==> config.mk <==
export PLATFORM = sky130hd
export DESIGN_NAME = alu_secuencial
export DESIGN_NICKNAME = d
export VERILOG_FILES = /design/src/rtl/alu_secuencial.sv
export SDC_FILE = /design/constraint.sdc
export NUM_CORES = 1
export LEC_CHECK = 0
export CAP_MARGIN = 20
export CORE_UTILIZATION = 44
export CTS_BUF_LIST = sky130_fd_sc_hd__clkbuf_2
export DETAILED_ROUTE_END_ITERATION = 8
export PLACE_DENSITY = 0.73
export SLEW_MARGIN = 25
export SYNTH_ARGS = -nofsm -noshare
export SYNTH_HDL_FRONTEND = slang
export SYNTH_SLANG_ARGS = --single-unit
==> constraint.sdc <==
create_clock -name clk -period 4 [get_ports clk]
set_clock_uncertainty 0.1 [all_clocks]
set_input_delay 0.6 -clock clk [delete_from_list [all_inputs] [get_ports clk]]
set_output_delay 0.6 -clock clk [all_outputs]
set_load 0.02 [all_outputs]
==> src/rtl/alu_secuencial.sv <==
// Registered ALU: ADD/SUB/AND/OR/XOR/SHL complete in one cycle, MUL is a BITS-cycle shift-add.
// Latency: 1 cycle for single-cycle ops (done in cycle after start), BITS+1 cycles for MUL.
// Backpressure: start is sampled only while busy=0; starts during a MUL are dropped.
//
// Ports:
//   clk, reset      rising-edge clock, asynchronous active-high reset
//   A, B            unsigned operands (BITS wide), op: 3-bit opcode, start: request
//   busy            multiplier running; done: one-cycle completion pulse
//   res, res_hi     result (res_hi is MUL high half, 0 otherwise)
//   invalido, cero  overflow/illegal flag and zero flag, held with res
module alu_secuencial #(
  parameter int BITS = 8
) (
  input  logic            clk,
  input  logic            reset,
  input  logic [BITS-1:0] A,
  input  logic [BITS-1:0] B,
  input  logic [2:0]      op,
  input  logic            start,
  output logic            busy,
  output logic            done,
  output logic [BITS-1:0] res,
  output logic [BITS-1:0] res_hi,
  output logic            invalido,
  output logic            cero
);

  localparam int SHAMT = $clog2(BITS);
  localparam int CNTW  = $clog2(BITS + 1);
  // SHL is evaluated in a field wide enough for the largest encodable shift,
  // so bits shifted out are never lost even when BITS is not a power of two.
  localparam int SHW   = BITS + (1 << SHAMT);

  localparam logic [2:0] OP_ADD = 3'b000;
  localparam logic [2:0] OP_SUB = 3'b001;
  localparam logic [2:0] OP_AND = 3'b010;
  localparam logic [2:0] OP_OR  = 3'b011;
  localparam logic [2:0] OP_XOR = 3'b100;
  localparam logic [2:0] OP_MUL = 3'b101;
  localparam logic [2:0] OP_SHL = 3'b110;

  typedef enum logic [0:0] {
    IDLE    = 1'b0,
    MUL_RUN = 1'b1
  } state_t;

  state_t              state_q, state_d;
  logic [2*BITS-1:0]   mcand_q, mcand_d;
  logic [BITS-1:0]     mplier_q, mplier_d;
  logic [2*BITS-1:0]   acc_q, acc_d;
  logic [CNTW-1:0]     cnt_q, cnt_d;
  logic                done_q, done_d;
  logic [BITS-1:0]     res_q, res_d;
  logic [BITS-1:0]     res_hi_q, res_hi_d;
  logic                inv_q, inv_d;
  logic                cero_q, cero_d;

  // Single-cycle datapath
  logic [BITS:0]       add_full;
  logic [SHW-1:0]      shl_full;
  logic [BITS-1:0]     sc_res;
  logic                sc_inv;

  // One multiplier step: add the (already pre-shifted) multiplicand when the
  // current multiplier LSB is set.
  logic [2*BITS-1:0]   acc_step;

  always_comb begin
    add_full = {1'b0, A} + {1'b0, B};
    shl_full = {{(SHW-BITS){1'b0}}, A} << B[SHAMT-1:0];
    sc_res   = '0;
    sc_inv   = 1'b0;
    case (op)
      OP_ADD: begin
        sc_res = add_full[BITS-1:0];
        sc_inv = add_full[BITS];
      end
      OP_SUB: begin
        sc_res = A - B;
        sc_inv = (A < B);
      end
      OP_AND: sc_res = A & B;
      OP_OR:  sc_res = A | B;
      OP_XOR: sc_res = A ^ B;
      OP_SHL: begin
        sc_res = shl_full[BITS-1:0];
        sc_inv = |shl_full[SHW-1:BITS];
      end
      default: begin
        // Illegal opcode (MUL never takes this path): zero result, flagged.
        sc_res = '0;
        sc_inv = 1'b1;
      end
    endcase
  end

  assign acc_step = acc_q + (mplier_q[0] ? mcand_q : '0);

  always_comb begin
    state_d  = state_q;
    mcand_d  = mcand_q;
    mplier_d = mplier_q;
    acc_d    = acc_q;
    cnt_d    = cnt_q;
    done_d   = 1'b0;
    res_d    = res_q;
    res_hi_d = res_hi_q;
    inv_d    = inv_q;
    cero_d   = cero_q;

    case (state_q)
      IDLE: begin
        if (start) begin
          if (op == OP_MUL) begin
            mcand_d  = {{BITS{1'b0}}, A};
            mplier_d = B;
            acc_d    = '0;
            cnt_d    = '0;
            state_d  = MUL_RUN;
          end else begin
            res_d    = sc_res;
            res_hi_d = '0;
            inv_d    = sc_inv;
            cero_d   = (sc_res == '0);
            done_d   = 1'b1;
          end
        end
      end

      MUL_RUN: begin
        acc_d    = acc_step;
        mcand_d  = mcand_q << 1;
        mplier_d = mplier_q >> 1;
        cnt_d    = cnt_q + CNTW'(1);
        // Last iteration: publish the product straight from this step's sum.
        if (cnt_q == CNTW'(BITS - 1)) begin
          res_d    = acc_step[BITS-1:0];
          res_hi_d = acc_step[2*BITS-1:BITS];
          inv_d    = |acc_step[2*BITS-1:BITS];
          cero_d   = (acc_step == '0);
          done_d   = 1'b1;
          state_d  = IDLE;
        end
      end

      default: state_d = IDLE;
    endcase
  end

  always_ff @(posedge clk or posedge reset) begin
    if (reset) begin
      state_q  <= IDLE;
      mcand_q  <= '0;
      mplier_q <= '0;
      acc_q    <= '0;
      cnt_q    <= '0;
      done_q   <= 1'b0;
      res_q    <= '0;
      res_hi_q <= '0;
      inv_q    <= 1'b0;
      cero_q   <= 1'b1;
    end else begin
      state_q  <= state_d;
      mcand_q  <= mcand_d;
      mplier_q <= mplier_d;
      acc_q    <= acc_d;
      cnt_q    <= cnt_d;
      done_q   <= done_d;
      res_q    <= res_d;
      res_hi_q <= res_hi_d;
      inv_q    <= inv_d;
      cero_q   <= cero_d;
    end
  end

  assign busy     = (state_q == MUL_RUN);
  assign done     = done_q;
  assign res      = res_q;
  assign res_hi   = res_hi_q;
  assign invalido = inv_q;
  assign cero     = cero_q;

endmodule

==> flow_summary.json <==
{
  "slowest_stage": "dfrtp_1",
  "path_class": "reg -> reg",
  "setup_ws_ps": 649,
  "ys.flop_type": "dfrtp_1",
  "slowest_delay_ps": 570,
  "critical_path.top_delay_family": "compound AO/OA/AOI/OAI gates",
  "internal_power_mw": 1.50,
  "dieArea_mm2": 0.0116,
  "insertion_delay_ps": 500,
  "clock-sinks": 64,
  "core.rowCount": 38,
  "drive_above_1_share": 0.0794,
  "endpoint": "cero$_DFFE_PP1P_",
  "netSwitchingFraction": 0.430,
  "core_area_mm2": 0.0108,
  "synth_top_area_frac": 0.322,
  "finalCriticalPeriod_ps": 3350,
  "drt_iter0_drc": 355,
  "diodes": 0,
  "rr_worst_depth": 11,
  "worst_hold_path_type": "in -> async",
  "ir_drop_mv": 0.402,
  "drv_cap": 0,
  "cts-hold-fix-buffers": 0,
  "numCtsBuffers": 9,
  "grt_pass1_vias": 4391,
  "post_cts_resized": 0,
  "avgSynthCellArea_um2": 8.04,
  "synth_edf_count": 0,
  "critPathMaxFanout": 17,
  "p_per_area_mw_per_mm2": 469,
  "seq_power_share": 0.401,
  "cts_max_level": 3,
  "clockPowerShare": 0.142,
  "slew_headroom": 0.448,
  "route.antenna.remaining_nets": 0,
  "syn_area_mm2": 0.00490,
  "ys_async_sr_fraction": 1.00,
  "areaGrowthSynthToFinish_pct": 14.4,
  "pre_cts_slack_ps": 261,
  "synth_most_common_cell": "nand2_1",
  "clockBufferDepth": 2,
  "tns_ps": 0,
  "port_buffers": 41,
  "synth_commonest_cells": "nand2_1 (106), o21ai_0 (67), dfrtp_1 (63)",
  "cp_common_cell": "and2_1",
  "first_pass_iters": 5,
  "grt_overflow_total": 0,
  "start_util": 0.452,
  "viasPerCell": 5.82,
  "drc": 0,
  "final_area_mm2": 0.00561,
  "critPathBufInv": 0,
  "leakagePower_nw": 2.62,
  "detailed_place.area_mm2": 0.00551,
  "cp.arrival_ps": 3710,
  "fin_nets": 717,
  "path_depth": 11,
  "tightest_slew_ps": 828,
  "grt_usage": 0.249,
  "fmax_mhz": 298,
  "synth_seq_cells": 64,
  "finalPower_mw": 2.63,
  "setup_viol": 0,
  "wl_per_cell_um": 17.3,
  "ys_seq_area_frac": 0.327,
  "hold_violations": 0,
  "syn_nets": 677,
  "finalWirelength_mm": 13.7,
  "cts_tree": "yes",
  "switchingPower_mw": 1.13,
  "ios": 42,
  "cp-start-kind": "register",
  "p_comb_frac": 0.457,
  "fillCellCount": 1049,
  "finalCritPeriodShare": 0.838,
  "rr_endpoint": "cero$_DFFE_PP1P_",
  "startpoint": "mplier_q[0]$_DFFE_PP0P_",
  "hold_ws_ps": 378,
  "root_buffer": "clkbuf_2",
  "grt_antenna_before_repair": 0,
  "grt_max_degree": 54,
  "via_count": 4625,
  "cts.clk_slew.worst_paths_ps": 180,
  "cts_setup_buffers": 0,
  "rrSetupSlack_ps": 650,
  "cp-end-kind": "register",
  "required_ps": 4360,
  "path_cells": "and2_1 > ha_1 > fa_1 > a211oi_1 > o21ai_0 > a31oi_1 > o31ai_1 > xor2_1 > nor4_1 > and2_1 > a41o_1",
  "rsz0062_at_grt": "false",
  "hpwl_mm": 10.4,
  "synthCells": 610,
  "synthDistinctLibCells": 64,
  "status": "finished clean",
  "slew_viol_final": 0,
  "yosys_warnings": 0,
  "grt_pass1_wl_mm": 22.2,
  "ys_top_cells_by_area": "dfrtp_1 (32%), ha_1 (11%), nand2_1 (8.1%)",
  "die_x_um": 108,
  "die_y_um": 108,
  "timing.rr.start": "mplier_q[0]$_DFFE_PP0P_",
  "synth_top_cell_by_area": "dfrtp_1",
  "gp_congestion": 0.929
}
==> area by class of cell <==
class | instances | area (um2) | share of cell area
Tap cell | 140 | 175 | 0.0312
Multi-Input combinational cell | 483 | 3050 | 0.543
Sequential cell | 64 | 1600 | 0.286
Clock inverter | 4 | 45.0 | 0.00803
Inverter | 31 | 116 | 0.0207
Clock buffer | 12 | 60.1 | 0.0107
Timing Repair Buffer | 61 | 561 | 0.0999
==> sequential cells by signal, summed over array words and instances (netlist names) <==
register  cells
res           8
done          1
mplier_q      8
res_hi        8
acc_q        16
busy          1
mcand_q      16
cnt_q         4
invalido      1
cero          1
==> worst min-delay path by stage <==
stage | slack (ps) | cells past startpoint | end | from
CTS | 390 | 2 | res[5]$_DFFE_PP0P_ | reset
global route | 410 | 2 | mplier_q[6]$_DFFE_PP0P_ | reset
floorplan | 350 | 2 | acc_q[5]$_DFFE_PP0P_ | acc_q[5]$_DFFE_PP0P_
global placement | 360 | 2 | res[3]$_DFFE_PP0P_ | res[3]$_DFFE_PP0P_
finish | 380 | 2 | mplier_q[6]$_DFFE_PP0P_ | reset
detailed placement | 370 | 2 | res_hi[5]$_DFFE_PP0P_ | res_hi[5]$_DFFE_PP0P_
==> power groups by stage <==
stage | registers, mW | logic [mW] | clock network, mW
floorplan | 1.07 | 0.738 | 0
global placement | 1.06 | 1.16 | 0
detailed placement | 1.07 | 1.19 | 0
CTS | 1.06 | 1.19 | 0.385
global route | 1.09 | 1.33 | 0.413
finish | 1.05 | 1.20 | 0.375
==> placed cells by master (no fill, tap or decap), types with 5 or more instances in the layout <==
cell / netlist / final
ha_1: 42 / 42
dfrtp_1: 63 / 62
a21oi_1: 44 / 44
xnor2_1: 10 / 10
a31oi_1: 6 / 6
o31ai_1: 5 / 5
nor2_1: 50 / 50
nand3_1: 5 / 5
nand2b_1: 7 / 7
xor2_1: 8 / 8
a211oi_1: 5 / 5
clkbuf_2: 0 / 12
clkdlybuf4s50_1: 0 / 41
a21o_1: 7 / 7
mux2i_1: 10 / 10
mux2_2: 5 / 5
nor3_1: 10 / 10
o22ai_1: 10 / 10
buf_4: 1 / 20
and2_1: 16 / 16
inv_1: 29 / 28
o21bai_1: 5 / 5
o21ai_0: 67 / 67
nand2_1: 106 / 106
==> metal layers <==
layer  track usage  part of all wire
met5             0                 0
met4        0.0695             0.020
met3        0.0496             0.071
met2         0.389              0.45
met1         0.347              0.46
==> worst reg2reg max path, cell delays in order, from the launching register on <==
cell	delay, ps
dfrtp_1	570
and2_1	250
ha_1	210
fa_1	440
a211oi_1	290
o21ai_0	210
a31oi_1	280
o31ai_1	140
xor2_1	170
nor4_1	260
and2_1	220
a41o_1	190
==> stage by stage <==
| step | cells | util |
|---|---|---|
| finish | 795 | 0.518 |
| floorplan | 610 | - |
| CTS | 795 | 0.518 |
| detailed placement | 779 | 0.508 |
| global placement | 779 | 0.508 |
| global route | 795 | 0.518 |
==> cells by family (layout without fill, tap and decap cells) <==
kind of cell / after synthesis / after routing / synth area share
flip-flops: 64 / 64 / 0.327
XOR/XNOR: 18 / 18 / 0.0322
multiplexers: 16 / 16 / 0.0365
AO/OA/AOI/OAI: 188 / 188 / 0.238
adder cells (fa/ha/maj): 45 / 45 / 0.119
buffers and inverters: 63 / 108 / 0.0516
AND/OR/NAND/NOR: 216 / 216 / 0.196
Note: power is estimated with default switching activity, not from simulation.
